<file path="src/rtl/display_pkg.sv">
// Shared types and constants for the seven-segment display scheduler.
package display_pkg;

  typedef enum logic [1:0] {
    IDLE = 2'd0,
    SHOW = 2'd1,
    GAP  = 2'd2
  } state_e;

  localparam logic [7:0] DEC_MAX  = 8'd99;
  localparam logic [1:0] SRC_DATA = 2'd0;
  localparam logic [1:0] SRC_STAT = 2'd1;
  localparam logic [1:0] SRC_ERR  = 2'd2;

  // Round-robin successor over the three sources; an out-of-range index restarts at data.
  function automatic logic [1:0] next_src(input logic [1:0] idx);
    return (idx == SRC_ERR) ? SRC_DATA : idx + 2'd1;
  endfunction

  // A byte is shown as two decimal digits, so clamp it to 99.
  function automatic logic [7:0] sat_byte(input logic [7:0] b);
    return (b > DEC_MAX) ? DEC_MAX : b;
  endfunction

endpackage

</file>
<file path="src/rtl/rr_arbiter3.sv">
// Combinational three-way round-robin pick: scanning starts one past the last grant.
module rr_arbiter3
  import display_pkg::*;
(
  input  logic [2:0] i_req,
  input  logic [1:0] i_last,
  output logic [2:0] o_grant,
  output logic [1:0] o_idx,
  output logic       o_valid
);

  logic [1:0] w_c0;
  logic [1:0] w_c1;
  logic [1:0] w_c2;

  assign w_c0    = next_src(i_last);
  assign w_c1    = next_src(w_c0);
  assign w_c2    = next_src(w_c1);
  assign o_valid = |i_req;

  always_comb begin
    o_grant = 3'b000;
    o_idx   = w_c0;
    if (i_req[w_c0]) begin
      o_grant[w_c0] = 1'b1;
      o_idx         = w_c0;
    end else if (i_req[w_c1]) begin
      o_grant[w_c1] = 1'b1;
      o_idx         = w_c1;
    end else if (i_req[w_c2]) begin
      o_grant[w_c2] = 1'b1;
      o_idx         = w_c2;
    end
  end

endmodule

</file>
<file path="src/rtl/display_scheduler.sv">
// Time-shares the 4-digit display among data, status and error requesters,
// with a hold/blank cadence and a free-running digit-scan prescaler.
module display_scheduler
  import display_pkg::*;
#(
  parameter int HOLD_CYCLES = 50_000_000,
  parameter int GAP_CYCLES  = 5_000_000,
  parameter int SCAN_DIV    = 50_000
) (
  input  logic        clk,
  input  logic        rst_n,
  input  logic [2:0]  req,
  input  logic [15:0] val0,
  input  logic [15:0] val1,
  input  logic [15:0] val2,
  output logic [2:0]  ack,
  output logic [15:0] disp_a,
  output logic        blank,
  output logic        scan_en,
  output logic        sat,
  output logic        busy,
  output state_e      dbg_state
);

  localparam int HW = (HOLD_CYCLES > 1) ? $clog2(HOLD_CYCLES) : 1;
  localparam int GW = (GAP_CYCLES > 1) ? $clog2(GAP_CYCLES) : 1;
  localparam int SW = $clog2(SCAN_DIV);
  localparam logic [HW-1:0] HOLD_LOAD = HW'(HOLD_CYCLES - 1);
  localparam logic [GW-1:0] GAP_LOAD  = GW'(GAP_CYCLES - 1);
  localparam logic [SW-1:0] SCAN_LAST = SW'(SCAN_DIV - 1);

  state_e        r_state;
  state_e        w_next_state;
  logic [HW-1:0] r_hold_cnt;
  logic [GW-1:0] r_gap_cnt;
  logic [SW-1:0] r_scan_cnt;
  logic [1:0]    r_last;
  logic [2:0]    r_ack;
  logic [15:0]   r_disp;
  logic          r_sat;
  logic          r_busy;

  logic [2:0]    w_grant;
  logic [1:0]    w_grant_idx;
  logic          w_valid;
  logic          w_take;
  logic          w_show_end;
  logic          w_gap_end;
  logic [15:0]   w_sel_val;
  logic [15:0]   w_sat_val;
  logic          w_sat_flag;

  rr_arbiter3 u_arb (
    .i_req   (req),
    .i_last  (r_last),
    .o_grant (w_grant),
    .o_idx   (w_grant_idx),
    .o_valid (w_valid)
  );

  // State register: reset parks in GAP with a zero count so the next edge lands in IDLE.
  always_ff @(posedge clk or negedge rst_n) begin
    if (!rst_n) r_state <= GAP;
    else        r_state <= w_next_state;
  end

  always_comb begin
    w_next_state = r_state;
    case (r_state)
      IDLE:    if (w_valid) w_next_state = SHOW;
      SHOW:    if (r_hold_cnt == '0) w_next_state = GAP;
      GAP:     if (r_gap_cnt == '0) w_next_state = IDLE;
      default: w_next_state = IDLE;
    endcase
  end

  always_comb begin
    w_take     = 1'b0;
    w_show_end = 1'b0;
    w_gap_end  = 1'b0;
    blank      = 1'b0;
    case (r_state)
      IDLE: w_take = w_valid;
      SHOW: w_show_end = (r_hold_cnt == '0);
      GAP: begin
        blank     = 1'b1;
        w_gap_end = (r_gap_cnt == '0);
      end
      default: blank = 1'b1;
    endcase
  end

  // Each counter loads on entry to its state and holds at zero until the exit edge.
  always_ff @(posedge clk or negedge rst_n) begin
    if (!rst_n) begin
      r_hold_cnt <= '0;
      r_gap_cnt  <= '0;
    end else begin
      if (w_take)
        r_hold_cnt <= HOLD_LOAD;
      else if (r_state == SHOW && r_hold_cnt != '0)
        r_hold_cnt <= r_hold_cnt - HW'(1);
      if (w_show_end)
        r_gap_cnt <= GAP_LOAD;
      else if (r_state == GAP && r_gap_cnt != '0)
        r_gap_cnt <= r_gap_cnt - GW'(1);
    end
  end

  always_comb begin
    case (w_grant_idx)
      SRC_DATA: w_sel_val = val0;
      SRC_STAT: w_sel_val = val1;
      SRC_ERR:  w_sel_val = val2;
      default:  w_sel_val = val0;
    endcase
  end

  assign w_sat_val  = {sat_byte(w_sel_val[15:8]), sat_byte(w_sel_val[7:0])};
  assign w_sat_flag = (w_sel_val[15:8] > DEC_MAX) || (w_sel_val[7:0] > DEC_MAX);

  always_ff @(posedge clk or negedge rst_n) begin
    if (!rst_n) begin
      r_ack  <= 3'b000;
      r_disp <= 16'h0000;
      r_sat  <= 1'b0;
      r_busy <= 1'b0;
      r_last <= SRC_ERR;
    end else begin
      r_ack <= w_take ? w_grant : 3'b000;
      if (w_take) begin
        r_disp <= w_sat_val;
        r_sat  <= w_sat_flag;
        r_last <= w_grant_idx;
        r_busy <= 1'b1;
      end else if (w_gap_end) begin
        r_busy <= 1'b0;
      end
    end
  end

  // Digit-scan prescaler runs regardless of the display state.
  always_ff @(posedge clk or negedge rst_n) begin
    if (!rst_n)                   r_scan_cnt <= '0;
    else if (r_scan_cnt == SCAN_LAST) r_scan_cnt <= '0;
    else                          r_scan_cnt <= r_scan_cnt + SW'(1);
  end

  assign scan_en   = (r_scan_cnt == SCAN_LAST);
  assign ack       = r_ack;
  assign disp_a    = r_disp;
  assign sat       = r_sat;
  assign busy      = r_busy;
  assign dbg_state = r_state;

endmodule

</file>
<file path="config.mk">
export PLATFORM = sky130hd
export DESIGN_NAME = display_scheduler
export DESIGN_NICKNAME = d
export VERILOG_FILES = /design/src/rtl/display_pkg.sv /design/src/rtl/rr_arbiter3.sv /design/src/rtl/display_scheduler.sv
export SDC_FILE = /design/constraint.sdc
export NUM_CORES = 1
export LEC_CHECK = 0
export ABC_AREA = 1
export BUFFER_PORTS_ARGS = -buffer_cell sky130_fd_sc_hd__buf_2
export CORE_MARGIN = 8
export CORE_UTILIZATION = 63
export CTS_CLUSTER_DIAMETER = 30
export DETAILED_ROUTE_END_ITERATION = 8
export PLACE_DENSITY = 0.86
export SLEW_MARGIN = 20
export SYNTH_ARGS = -nofsm -noshare
export SYNTH_HDL_FRONTEND = slang
export SYNTH_HIERARCHICAL = 1
export SYNTH_SLANG_ARGS = --single-unit
</file>
<file path="constraint.sdc">
create_clock -name clk -period 3.56 [get_ports clk]
set_input_delay 0.356 -clock clk [delete_from_list [all_inputs] [get_ports clk]]
set_output_delay 0.356 -clock clk [all_outputs]
set_load 0.05 [all_outputs]
</file>
======== Word level (Yosys, flattened, before mapping) ========
Index checks and enable logic that the tools add are counted.
cells by class
  add/subtract/negate cells ............... 6
  $lt $le $gt $ge ......................... 8
  equality and inequality tests ........... 11
  mux-type cells .......................... 40
  reductions and logical operators ........ 17
operator list
  cell                                                                count
  two-way mux 26 bit                                                  2
  two-way mux 23 bit                                                  2
  one-hot mux 16 bit (2 select lines)                                 1
  logical NOT 26 bit                                                  1
  nonzero test 26 bit                                                 1
  subtractor 26 x 1 -> 26 bit (second input constant)                 1
  logical NOT 23 bit                                                  1
  nonzero test 23 bit                                                 1
  subtractor 23 x 1 -> 23 bit (second input constant)                 1
  two-way mux 2 bit                                                   9
  adder 16 x 1 -> 16 bit (second input constant)                      1
  equality test 16 bit (second input constant)                        1
  greater-than comparator 8 x 7 -> 1 bit (second input constant)      2
  two-way mux 16 bit                                                  1
  two-way mux 8 bit                                                   2
  two-way mux 1 bit                                                   12
  two-way mux 3 bit                                                   4
  equality test 2 bit (second input constant)                         5
  less-than comparator 2 x 3 -> 1 bit (second input constant)         3
  adder 2 x 1 -> 2 bit (second input constant)                        3
  binary-select mux 1 bit (select 2 bit)                              3
  demux 1 bit (select 2 bit)                                          3
  greater-or-equal comparator 2 x 1 -> 1 bit (second input constant)  3
  != test 2 bit (second input constant)                               3
  other kinds (9)                                                     16
word-level totals
  register bits after elaboration ......... 90
  output and inout bits ................... 25
  word-level logic and storage cells ...... 91

======== Logic depth before layout (Yosys ltp) ========
  depth in word-level cells ............... 15
  depth in mapped cells ................... 20

======== Hierarchy ========
The synthesis kept the hierarchy.
by module, submodules not included
  module             instances  cells an instance  area an instance (um^2)  seq. area each (um^2)
  display_scheduler  1          798                5575.3                   2254.7
  rr_arbiter3        1          34                 155.1                    0.0

======== Worst setup path before layout ========
OpenSTA, ideal clock, no wires.
  path type ............................... register -> register
  from .................................... reg r_last[1]
  to ...................................... reg r_sat, in the netlist sat
  data arrival time ....................... 2.250 ns
  data required time ...................... 3.442 ns
  path slack .............................. 1.192 ns
  stages on the path, launching flop included .. 16
  clock period less this slack ............ 2.368 ns
  cell sequence ........................... dfstp_2 -> inv_2 -> nand3_1 -> nand3_2 -> inv_1 -> nand2_1 -> nand2_1 -> inv_1 -> ha_1 -> inv_2 -> buf_2 -> or2_2 -> a21oi_2 -> nand2_1 -> nor2_1 -> nor2_1
between the ends
  cells in the longest elaborated chain, start to end .. 15
  elaborated cells between the ends (all ways) .. 24
  classes of those cells .................. add/sub: 3; order compare: 2; eq/ne: 5; mux: 13; reduce/logical: 1
ends and longest elaborated chain
  item                                                                 line                      text
  start: declaration                                                   display_scheduler.sv:37   logic [1:0] r_last;
  start signal: assignment                                             display_scheduler.sv:134  r_last <= w_grant_idx;
  adder 2 x 1 -> 2 bit or equality test 2 bit (tied branches)          display_pkg.sv:17         return (idx == SRC_ERR) ? SRC_DATA : idx + 2'd1;
  two-way mux 2 bit *                                                  display_pkg.sv:17
  adder 2 x 1 -> 2 bit or equality test 2 bit (tied branches)          display_pkg.sv:17
  two-way mux 2 bit                                                    display_pkg.sv:17
  adder 2 x 1 -> 2 bit or equality test 2 bit (tied branches)          display_pkg.sv:17
  two-way mux 2 bit                                                    display_pkg.sv:17
  binary-select mux 1 bit (select 2 bit)                               rr_arbiter3.sv:30         end else if (i_req[w_c2]) begin
  two-way mux 1 bit (implied by the code)                              rr_arbiter3.sv:30
  two-way mux 2 bit                                                    rr_arbiter3.sv:30
  two-way mux 2 bit                                                    rr_arbiter3.sv:27         end else if (i_req[w_c1]) begin
  two-way mux 2 bit *                                                  rr_arbiter3.sv:24         if (i_req[w_c0]) begin
  net w_grant_idx[0]                                                   display_scheduler.sv:44   logic [1:0] w_grant_idx;
  equality test 2 bit or equality test 2 x 1 -> 1 bit (tied branches)  display_scheduler.sv:111  case (w_grant_idx)
  one-hot mux 16 bit (2 select lines) *                                display_scheduler.sv:111
  greater-than comparator 8 x 7 -> 1 bit                               display_scheduler.sv:120  assign w_sat_flag = (w_sel_val[15:8] > DEC_MAX) || (w_sel_val[7:0] > DEC_MAX);
  logical OR 1 bit *                                                   display_scheduler.sv:120
  end signal: assignment                                               display_scheduler.sv:133  r_sat <= w_sat_flag;
  end: declaration                                                     display_scheduler.sv:40   logic r_sat;
Mark *: on every way through the listed nets, which the timed path passes. The rest lies on a longest branch. The select of a mux whose other input is x is not followed.
A chain may end at the register's enable or synchronous reset.

======== Worst setup path after layout ========
Same ends and word-level chain as after synthesis.

==> impl_metrics.csv <==
group,metric,value,unit
clock_tree,clock-sinks,90,
setup_path,crit_type,"reg -> reg",
drt,routed-via-count,5650,
cells_and_area,nNetsFinal,961,
power_and_ir_drop,p_comb_share,7.1,%
placement,place_ws,892.7,ps
floorplan,io_pins,78,
placement,dpl_cell_area,6157,µm²
clock_tree,postCtsHoldBufs,0,
floorplan,design.die.area,12400,µm²
floorplan,core,9021,µm²
power_and_ir_drop,p_clk_share,37.8,%
clock_tree,htree_levels,3,
clock_tree,ctsLongestPathBuffers,2,
timing,fin_crit_sh,76.90,%
drt,via_per_inst,5.545,
timing,worst_slack,822.2,ps
drt,drc_errors,0,
global_route,grt_antenna_before_repair,0,
placement,io_buffers,77,
clock_tree,cts_made_buffers,9,
yosys,syn-num-nets,890,
worst_hold_path,hp-class,"in -> async",
cells_and_area,utilization,70.39,%
yosys,synth_warnings,6,
timing,setup_viol,0,
timing,skew,12.10,ps
global_route,grt.overflow.total,0,
cells_and_area,antenna_cells,0,
power_and_ir_drop,swShare,24.88,%
global_route,grt_max_degree,50,
clock_tree,root_buffer,"clkbuf_8",
yosys,ys_seq_elements,90,
timing,rsz0062_at_grt,"false",
floorplan,fp.dieH,111.4,µm
clock_tree,worstSkewPairLatency,370,ps
power_and_ir_drop,power_switching,461.1,µW
yosys,avgSynthCellArea,6.888,µm²
setup_path,rrSetupSlack,820,ps
job,cap_violations,0,
drt,wl,14400,µm
power_and_ir_drop,powerDensity,291.9,nW/µm²
clock_tree,cts_setup_buffers,0,
setup_path,start_kind,"flop",
yosys,synth_edf_count,0,
setup_path,cp.arrival,3000,ps
setup_path,critPathMaxFanout,30,
floorplan,row_count,35,
outcome,status,"complete, no violations",
cells_and_area,final_cell_mix,"nand2_1 (262), nor2_1 (112), nand3_1 (98)",
yosys,synth_area,5730,µm²
floorplan,start_util,63.52,%
drt,wl_per_cell,14.13,µm
timing,finalSetupTns,0,ps
global_route,grt_pass1_vias,5581,
clock_tree,cts_resized,0,
cells_and_area,fin_area,6350,µm²
power_and_ir_drop,peakVddDrop,0.2096,mV
cells_and_area,drive_gt1_share,16.41,%
yosys,netlist_instances,832,
timing,max_freq,365.3,MHz
cells_and_area,final_common_cell,"nand2_1",
drt,drt_iter0_drc,533,
power_and_ir_drop,p_seq_share,55.1,%
cells_and_area,syn2layout_area_growth,10.81,%
setup_path,r2r-start,"r_last[1]",
cells_and_area,n_fill_cell,729,
yosys,ys.flop_type,"dfrtp_1",
setup_path,cp-startpoint,"r_last[1]",
drt,firstDrtPassIters,6,
timing,finalHoldViolations,0,
drt,drtAntennaViolNets,0,
yosys,ys_seq_area_share,39.34,%
floorplan,die_w,111.4,µm
setup_path,cp-end-kind,"flop",
yosys,ys_types,36,
timing,worst_pin_slew,629.0,ps
global_route,grt_pass1_wl,24530,µm
timing,period_minus_slack,2738,ps
timing,slew_headroom,58.06,%
yosys,async_reset_ff_share,100.0,%
placement,gp_congestion,0.9278,
timing,finalMaxSlewViolations,0,
setup_path,cp.required,3820,ps
placement,place_hpwl,10740,µm
power_and_ir_drop,p_leak,0.003616,µW
clock_tree,cts_tree,"built",
global_route,grt_usage,23.12,%
clock_tree,cts.clk_slew.worst_paths,90,ps
power_and_ir_drop,p_int,1392,µW
-- critical path: stages (launching register included) --
cell	delay [ps]
dfstp_2	600
inv_2	80
nand2_1	90
nand2_1	60
nand2_1	60
nand3_1	60
nand2_1	60
nand2_1	50
nand2_1	80
inv_1	60
ha_1	330
inv_2	330
nand3_1	120
o21ai_0	130
nand3_1	110
nand2_1	110
nand2_1	130
nor2_1	130
nor2_1	50
-- metal layers --
| layer | global-route usage, % | wire length, µm | vias to the layer above | part of all wire [%] |
|---|---|---|---|---|
| li1 | - | - | 2791 | - |
| met1 | 27.00 | 6105 | 2623 | 42 |
| met2 | 40.06 | 7101 | 200 | 49 |
| met3 | 6.129 | 894 | 36 | 6.2 |
| met4 | 7.822 | 300 | 0 | 2.1 |
| met5 | 0 | 0 | - | 0 |
-- layout make-up --
| class | count | area, µm² | share of cell area [%] |
|---|---|---|---|
| sequential | 90 | 2255 | 35.51 |
| clock buffer | 9 | 123.9 | 1.951 |
| inverter | 91 | 341.6 | 5.379 |
| timing repair buffer | 80 | 410.4 | 6.463 |
| clock inverter | 7 | 68.82 | 1.084 |
| tap | 111 | 138.9 | 2.187 |
| multi-input combinational | 631 | 3012 | 47.43 |
-- synth_stat cells, drive strengths merged (5+ instances only) --
| master | n | share of area [%] |
|---|---|---|
| a21oi | 9 | 0.85 |
| buf | 13 | 1.7 |
| clkbuf | 7 | 0.46 |
| dfrtp | 88 | 38 |
| ha | 5 | 1.1 |
| inv | 91 | 6.0 |
| nand2 | 272 | 19 |
| nand3 | 99 | 8.7 |
| nand4 | 28 | 3.1 |
| nor2 | 123 | 9.3 |
| nor3 | 11 | 1.0 |
| o21ai | 30 | 2.7 |
| or2 | 19 | 2.1 |
| xor2 | 17 | 2.6 |
-- path summary, 6_finish.rpt --
kind | to | depth (start not counted)
max | sat | 18
min | r_gap_cnt[13] | 2
max reg2reg | sat | 18
min reg2reg | r_scan_cnt[0] | 1
max in group asynchronous | r_gap_cnt[8] | 2
min in group clk | disp_a[12] | 3
-- metrics by stage --
stage	power, µW	hold slack (ps)	cells
2_1_floorplan	1107	60.41	832
3_3_place_gp	1166	444.9	1003
3_5_place_dp	1173	454.2	1003
4_1_cts	1867	56.96	1019
5_1_grt	1913	85.32	1019
6_report	1853	40.62	1019
-- cell families (layout without fill, tap and decap cells) --
logic type / Yosys count / in the layout / synth area share, %
adder cells (fa/ha/maj): 5 / 5 / 1.092
AO/OA/AOI/OAI: 51 / 51 / 5.175
flip-flops: 90 / 90 / 39.34
buffers and inverters: 111 / 187 / 8.100
AND/OR/NAND/NOR: 558 / 558 / 43.69
XOR/XNOR: 17 / 17 / 2.598
-- power by group through the flow --
stage | registers [µW] | logic, µW | clock network [µW]
4_1_cts | 1020 | 131 | 714
6_report | 1020 | 131 | 701
3_5_place_dp | 1040 | 131 | 0
5_1_grt | 1020 | 147 | 744
3_3_place_gp | 1040 | 125 | 0
2_1_floorplan | 1040 | 64.9 | 0
-- registers in the layout, indices dropped and copies added (netlist names) --
| register | cells |
|---|---|
| r_scan_cnt | 16 |
| sat | 1 |
| r_gap_cnt | 23 |
| dbg_state | 2 |
| busy | 1 |
| r_hold_cnt | 26 |
| ack | 3 |
| r_last | 2 |
| disp_a | 16 |
Power figures use the tool's default switching activity.
